`config.mk`:
```
export PLATFORM = sky130hd
export DESIGN_NAME = scaler_hrlt_norm
export DESIGN_NICKNAME = d
export VERILOG_FILES = /design/src/rtl/scaler_hrlt_norm.sv
export SDC_FILE = /design/constraint.sdc
export NUM_CORES = 1
export LEC_CHECK = 0
export ABC_AREA = 1
export BUFFER_PORTS_ARGS = -buffer_cell sky130_fd_sc_hd__buf_2
export CAP_MARGIN = 20
export CORE_MARGIN = 2
export CORE_UTILIZATION = 55
export DETAILED_ROUTE_END_ITERATION = 7
export PLACE_DENSITY = 0.78
export RECOVER_POWER = 100
export SLEW_MARGIN = 0
export SYNTH_ARGS = -nofsm -noshare
export SYNTH_HDL_FRONTEND = slang
export SYNTH_SLANG_ARGS = --single-unit
```
`constraint.sdc`:
```
create_clock -name clk -period 3.6 [get_ports clk]
set_input_delay 0.54 -clock clk [delete_from_list [all_inputs] [get_ports clk]]
set_output_delay 0.54 -clock clk [all_outputs]
set_load 0.1 [all_outputs]
```
`src/rtl/scaler_hrlt_norm.sv`:
```
// Output normalisation for the horizontal filter result stream.
// Rounds, shifts and clamps each result to a pixel, tags frame/line position and buffers it in a FWFT FIFO.
module scaler_hrlt_norm #(
  parameter int unsigned HRLT_BITWIDTH  = 48,
  parameter int unsigned FRAC_BITS      = 12,
  parameter int unsigned PIXEL_BITWIDTH = 8,
  parameter int unsigned CNT_BITWIDTH   = 12,
  parameter int unsigned FIFO_DEPTH     = 16,
  parameter int unsigned AFULL_MARGIN   = 8
) (
  input  logic                      clk,
  input  logic                      rst,
  input  logic [CNT_BITWIDTH-1:0]   cfg_dst_width,
  input  logic [CNT_BITWIDTH-1:0]   cfg_dst_height,
  input  logic                      din_en,
  input  logic [HRLT_BITWIDTH-1:0]  din_hrlt,
  output logic                      din_afull,
  output logic                      m_tvalid,
  input  logic                      m_tready,
  output logic [PIXEL_BITWIDTH-1:0] m_tdata,
  output logic                      m_tuser,
  output logic                      m_tlast,
  output logic                      frame_done,
  output logic                      err_overflow
);

  localparam int unsigned SUM_W     = HRLT_BITWIDTH + 1;
  localparam int unsigned AW        = $clog2(FIFO_DEPTH);
  localparam int unsigned FCW       = AW + 1;
  localparam int unsigned AFW       = FCW + 1;
  localparam int unsigned EW        = PIXEL_BITWIDTH + 3;
  localparam int unsigned CNTW      = CNT_BITWIDTH;
  localparam int unsigned AFULL_LVL = FIFO_DEPTH - AFULL_MARGIN;
  localparam logic signed [SUM_W-1:0] HALF = SUM_W'(1) << (FRAC_BITS - 1);

  logic                          s1_valid;
  logic signed [SUM_W-1:0]       s1_sum;
  logic                          s2_valid;
  logic [PIXEL_BITWIDTH-1:0]     s2_pix;
  logic signed [SUM_W-1:0]       q;
  logic [PIXEL_BITWIDTH-1:0]     pix_c;

  // Stage 1: add half an LSB so the later shift rounds half up
  always_ff @(posedge clk or posedge rst) begin
    if (rst) begin
      s1_valid <= 1'b0;
      s1_sum   <= '0;
    end else begin
      s1_valid <= din_en;
      s1_sum   <= $signed({din_hrlt[HRLT_BITWIDTH-1], din_hrlt}) + HALF;
    end
  end

  assign q = s1_sum >>> FRAC_BITS;

  always_comb begin
    pix_c = q[PIXEL_BITWIDTH-1:0];
    if (q[SUM_W-1]) begin
      pix_c = '0;
    end else if (|q[SUM_W-2:PIXEL_BITWIDTH]) begin
      pix_c = '1;
    end
  end

  always_ff @(posedge clk or posedge rst) begin
    if (rst) begin
      s2_valid <= 1'b0;
      s2_pix   <= '0;
    end else begin
      s2_valid <= s1_valid;
      s2_pix   <= pix_c;
    end
  end

  // Frame/line position at the FIFO write side; frame size latched on the first pixel
  logic [CNTW-1:0] x_cnt, y_cnt, w_lat, h_lat;
  logic [CNTW-1:0] cfg_w, cfg_h, eff_w, eff_h;
  logic            frame_start, eol, eof;

  assign frame_start = (x_cnt == '0) && (y_cnt == '0);
  assign cfg_w       = (cfg_dst_width  == '0) ? CNTW'(1) : cfg_dst_width;
  assign cfg_h       = (cfg_dst_height == '0) ? CNTW'(1) : cfg_dst_height;
  assign eff_w       = frame_start ? cfg_w : w_lat;
  assign eff_h       = frame_start ? cfg_h : h_lat;
  assign eol         = (x_cnt == eff_w - CNTW'(1));
  assign eof         = eol && (y_cnt == eff_h - CNTW'(1));

  always_ff @(posedge clk or posedge rst) begin
    if (rst) begin
      x_cnt <= '0;
      y_cnt <= '0;
      w_lat <= CNTW'(1);
      h_lat <= CNTW'(1);
    end else if (s2_valid) begin
      if (frame_start) begin
        w_lat <= cfg_w;
        h_lat <= cfg_h;
      end
      if (eol) begin
        x_cnt <= '0;
        y_cnt <= eof ? '0 : y_cnt + CNTW'(1);
      end else begin
        x_cnt <= x_cnt + CNTW'(1);
      end
    end
  end

  // First-word-fall-through FIFO of {eof, sof, eol, pixel}
  logic [EW-1:0]  mem [FIFO_DEPTH];
  logic [AW-1:0]  wr_ptr, rd_ptr;
  logic [FCW-1:0] count, count_nxt;
  logic [EW-1:0]  head;
  logic           full, rd, wr;

  assign full      = (count == FCW'(FIFO_DEPTH));
  assign rd        = m_tvalid && m_tready;
  assign wr        = s2_valid && (!full || rd);
  assign count_nxt = count + FCW'(wr) - FCW'(rd);
  assign head      = mem[rd_ptr];

  always_ff @(posedge clk) begin
    if (wr) begin
      mem[wr_ptr] <= {eof, frame_start, eol, s2_pix};
    end
  end

  always_ff @(posedge clk or posedge rst) begin
    if (rst) begin
      wr_ptr       <= '0;
      rd_ptr       <= '0;
      count        <= '0;
      din_afull    <= 1'b0;
      err_overflow <= 1'b0;
    end else begin
      if (wr) wr_ptr <= wr_ptr + AW'(1);
      if (rd) rd_ptr <= rd_ptr + AW'(1);
      count     <= count_nxt;
      // Reflects the post-edge fill plus whatever is still in the two pipe stages
      din_afull <= (AFW'(count_nxt) + AFW'(din_en) + AFW'(s1_valid)) >= AFW'(AFULL_LVL);
      if (s2_valid && full && !rd) err_overflow <= 1'b1;
    end
  end

  assign m_tvalid   = (count != '0);
  assign m_tdata    = m_tvalid ? head[PIXEL_BITWIDTH-1:0] : '0;
  assign m_tlast    = m_tvalid && head[PIXEL_BITWIDTH];
  assign m_tuser    = m_tvalid && head[PIXEL_BITWIDTH+1];
  assign frame_done = rd && head[PIXEL_BITWIDTH+2];

endmodule
```
==> flow_summary.yaml <==
run_status:
  status: "finished, violations left"
  violations: "max-capacitance violations, max-slew violations"
synth:
  synth-async-reset-ratio_pct: 38.5
  synthFlopType: "edfxtp_1"
  synth_enable_flop_cells: 176
  ys_seq_elements: 286
  postSynthAreaPerCell_um2: 9.73
  synth_top_area_share_pct: 38.4
  yosysWarnings: 0
  ys_seq_area_share_pct: 58.4
  synth.area.top_cells: "edfxtp_1 (38%), dfrtp_1 (20%), nand2_1 (6.9%)"
  synth_area_um2: 13800
  netlist_instances: 1414
  synthDistinctLibCells: 43
  yosysTopAreaCell: "edfxtp_1"
  syn-num-nets: 1511
timing:
  slew_headroom_pct: -17.6
  fmax_ghz: 0.294
  rsz0062_at_grt: "no"
  period_needed_ns: 3.40
  finalSetupTns_ns: 0
  setup_viol: 0
  tightest_slew_ns: 1.76
  maxSlewViolCount: 81
  hold_viol: 0
  timing.final.ws_setup_ns: 0.199
  fin_crit_sh_pct: 94.5
  clock_skew_ns: 0.0166
clocking:
  clk_latency_ns: 0.55
  cts_tree: "built"
  clockBufferDepth: 3
  clkSinkCount: 286
  clkTransAtPathRegs_ns: 0.06
  root_buffer: "clkbuf_16"
  htreeDepth: 1
  cts_made_buffers: 28
  holdBufCountCts: 0
critical_path:
  cp-end-kind: "output port"
  path_max_fanout: 26
  criticalPathCategory: "reg2out"
  cp-startpoint: "rd_ptr[0]"
  r2r_start: "y_cnt[0]"
  cp-start-kind: "flip-flop"
  critPathRequiredTime_ns: 3.06
  worst_ep_arrival_time_ns: 2.86
pwr:
  power_switching_w: 0.00483
  p_comb_share_pct: 39.4
  power.leakage_nw: 6.53
  power_density_nw_per_um2: 756
  pwr-share-clk_pct: 25.3
  swShare_pct: 40.6
  vdd_drop_max_mv: 1.09
  power_frac_seq_pct: 35.3
  p_int_w: 0.00707
drt:
  antenna_left: 0
  topRoutingLayerUsed: "met4"
  first_pass_iters: 6
  remaining_drc_errors: 0
  wirelength_met1_mm: 13.2
  finalWirelength_mm: 31.2
  vias_per_cell: 5.62
  wl_per_cell_um: 16.8
  via_count: 10464
  met2WireLength_mm: 15.0
  first_iter_violations: 966
  dr_wl_met3_mm: 2.38
placement:
  io_buffers: 78
  dp.cells: 1798
  place_ws_ns: 0.150
  hpwl_mm: 20.6
  finalWeightedCongestion: 0.886
finish:
  final_cells: 1861
  nFillCells: 1927
  area_delta_synth_final_pct: 14.3
  final_common_cell: "nand2_1"
  antenna_cells: 0
  drive_gt1_share_pct: 12.2
  layout_common_cells: "nand2_1 (251), nor2_1 (182), edfxtp_1 (176), inv_1 (128), o21ai_0 (128)"
  nets: 1612
global_routing:
  antenna_found_initial: 0
  grt_max_degree: 91
  gr-total-overflow: 0
  grt_pass1_wl_mm: 50.8
  grt_usage_pct: 24.0
  grt_pass1_vias: 10087
floorplan:
  fp.dieH_um: 162
  initial_core_util_pct: 56.3
  core_area_um2: 24500
  rows: 57
  dieArea_um2: 26300
  io_pins: 90
  die_w_um: 162
run:
  cap_violations: 2
hold_path:
  min-delay-start: "din_en"
  hold_path_class: "in2reg"
[state kept, by name, indices dropped and copies added, names as in the netlist]
| register | count |
|---|---|
| err_overflow | 1 |
| wr_ptr | 4 |
| h_lat | 12 |
| count | 5 |
| mem | 176 |
| s2_pix | 8 |
| rd_ptr | 4 |
| x_cnt | 12 |
| y_cnt | 12 |
| w_lat | 12 |
| s1_sum | 37 |
| s2_valid | 1 |
| din_afull | 1 |
| s1_valid | 1 |
[power by group through the flow]
| stage | Sequential [W] | Combinational, W | Clock (W) |
|---|---|---|---|
| after floorplan | 0.00420 | 0.00333 | 0 |
| after global placement | 0.00423 | 0.00474 | 0 |
| after detailed placement | 0.00425 | 0.00488 | 0 |
| after CTS | 0.00419 | 0.00491 | 0.00305 |
| after global routing | 0.00424 | 0.00511 | 0.00318 |
| final | 0.00420 | 0.00469 | 0.00301 |
[synth_stat cells, types with 3 or more instances]
| library cell | instances |
|---|---|
| nand2_1 | 252 |
| nor2_1 | 185 |
| edfxtp_1 | 176 |
| inv_1 | 131 |
| o21ai_0 | 127 |
| dfrtp_1 | 108 |
| nand3_1 | 77 |
| xor2_1 | 65 |
| nand4_1 | 45 |
| clkbuf_1 | 41 |
| o221ai_1 | 35 |
| a21oi_1 | 30 |
| nor3_1 | 25 |
| ha_1 | 19 |
| xnor2_1 | 17 |
| nor4_1 | 11 |
| o22ai_1 | 9 |
| nor2_2 | 7 |
| buf_2 | 6 |
| nand2_2 | 6 |
| buf_4 | 4 |
| nor2_4 | 4 |
| o21ai_1 | 4 |
| buf_6 | 3 |
[layout make-up]
class / instances / area [um2] / area share, %
timing repair buffer: 127 / 806 / 5.12
inverter: 132 / 500 / 3.18
tap: 324 / 405 / 2.58
multi-input combinational: 940 / 5030 / 31.9
clock inverter: 17 / 226 / 1.44
sequential: 286 / 8040 / 51.1
clock buffer: 35 / 727 / 4.62
[cells by family after synthesis]
family	count (synthesis)	share of synthesized area (%)
XOR/XNOR	82	5.22
adder cells (fa/ha/maj)	21	2.02
buffers and inverters	189	5.49
AO/OA/AOI/OAI	216	9.16
flip-flops	286	58.4
AND/OR/NAND/NOR	620	19.7
[through the flow]
step / total power (W) / hold WS [ns] / instance area (um2) / utilization, %
2_1_floorplan: 0.00753 / 0.386 / 13800 / -
3_3_place_gp: 0.00897 / 0.392 / 14800 / 60.3
3_5_place_dp: 0.00913 / 0.396 / 14800 / 60.5
4_1_cts: 0.0121 / 0.141 / 15700 / 64.3
5_1_grt: 0.0125 / 0.172 / 15700 / 64.3
6_report: 0.0119 / 0.174 / 15700 / 64.3
[repair_timing]
item	CTS	global route
gates resized for setup	0	23
setup buffers	0	3
endpoints found under the setup margin	0	54
[final timing paths]
path | depth (start not counted) | endpoint | slack (ns)
max in group asynchronous | 4 | s2_pix[7] | 0.62
hold reg to reg | 0 | s2_valid | 0.41
setup / recovery | 9 | m_tlast | 0.20
min in group asynchronous | 2 | count[1] | 0.41
hold / removal | 1 | s1_valid | 0.17
setup reg to reg | 21 | mem[4][10] | 0.21
[metal layers]
layer,global-route usage [%],vias to the layer above
met1,33.6,4965
met2,40.2,431
met5,0,-
met3,2.99,49
met4,6.19,0
li1,-,5019
[critical path, stage by stage (launching register included)]
cell and delay [ns]:
dfrtp_2 0.41, inv_2 0.37, buf_4 0.35, o21ai_0 0.11
o22ai_1 0.15, nor2_1 0.05, nor2_1 0.10, o21ai_0 0.11
a21oi_1 0.25, clkbuf_4 0.39
No activity file was read; power rests on OpenSTA's default activity.
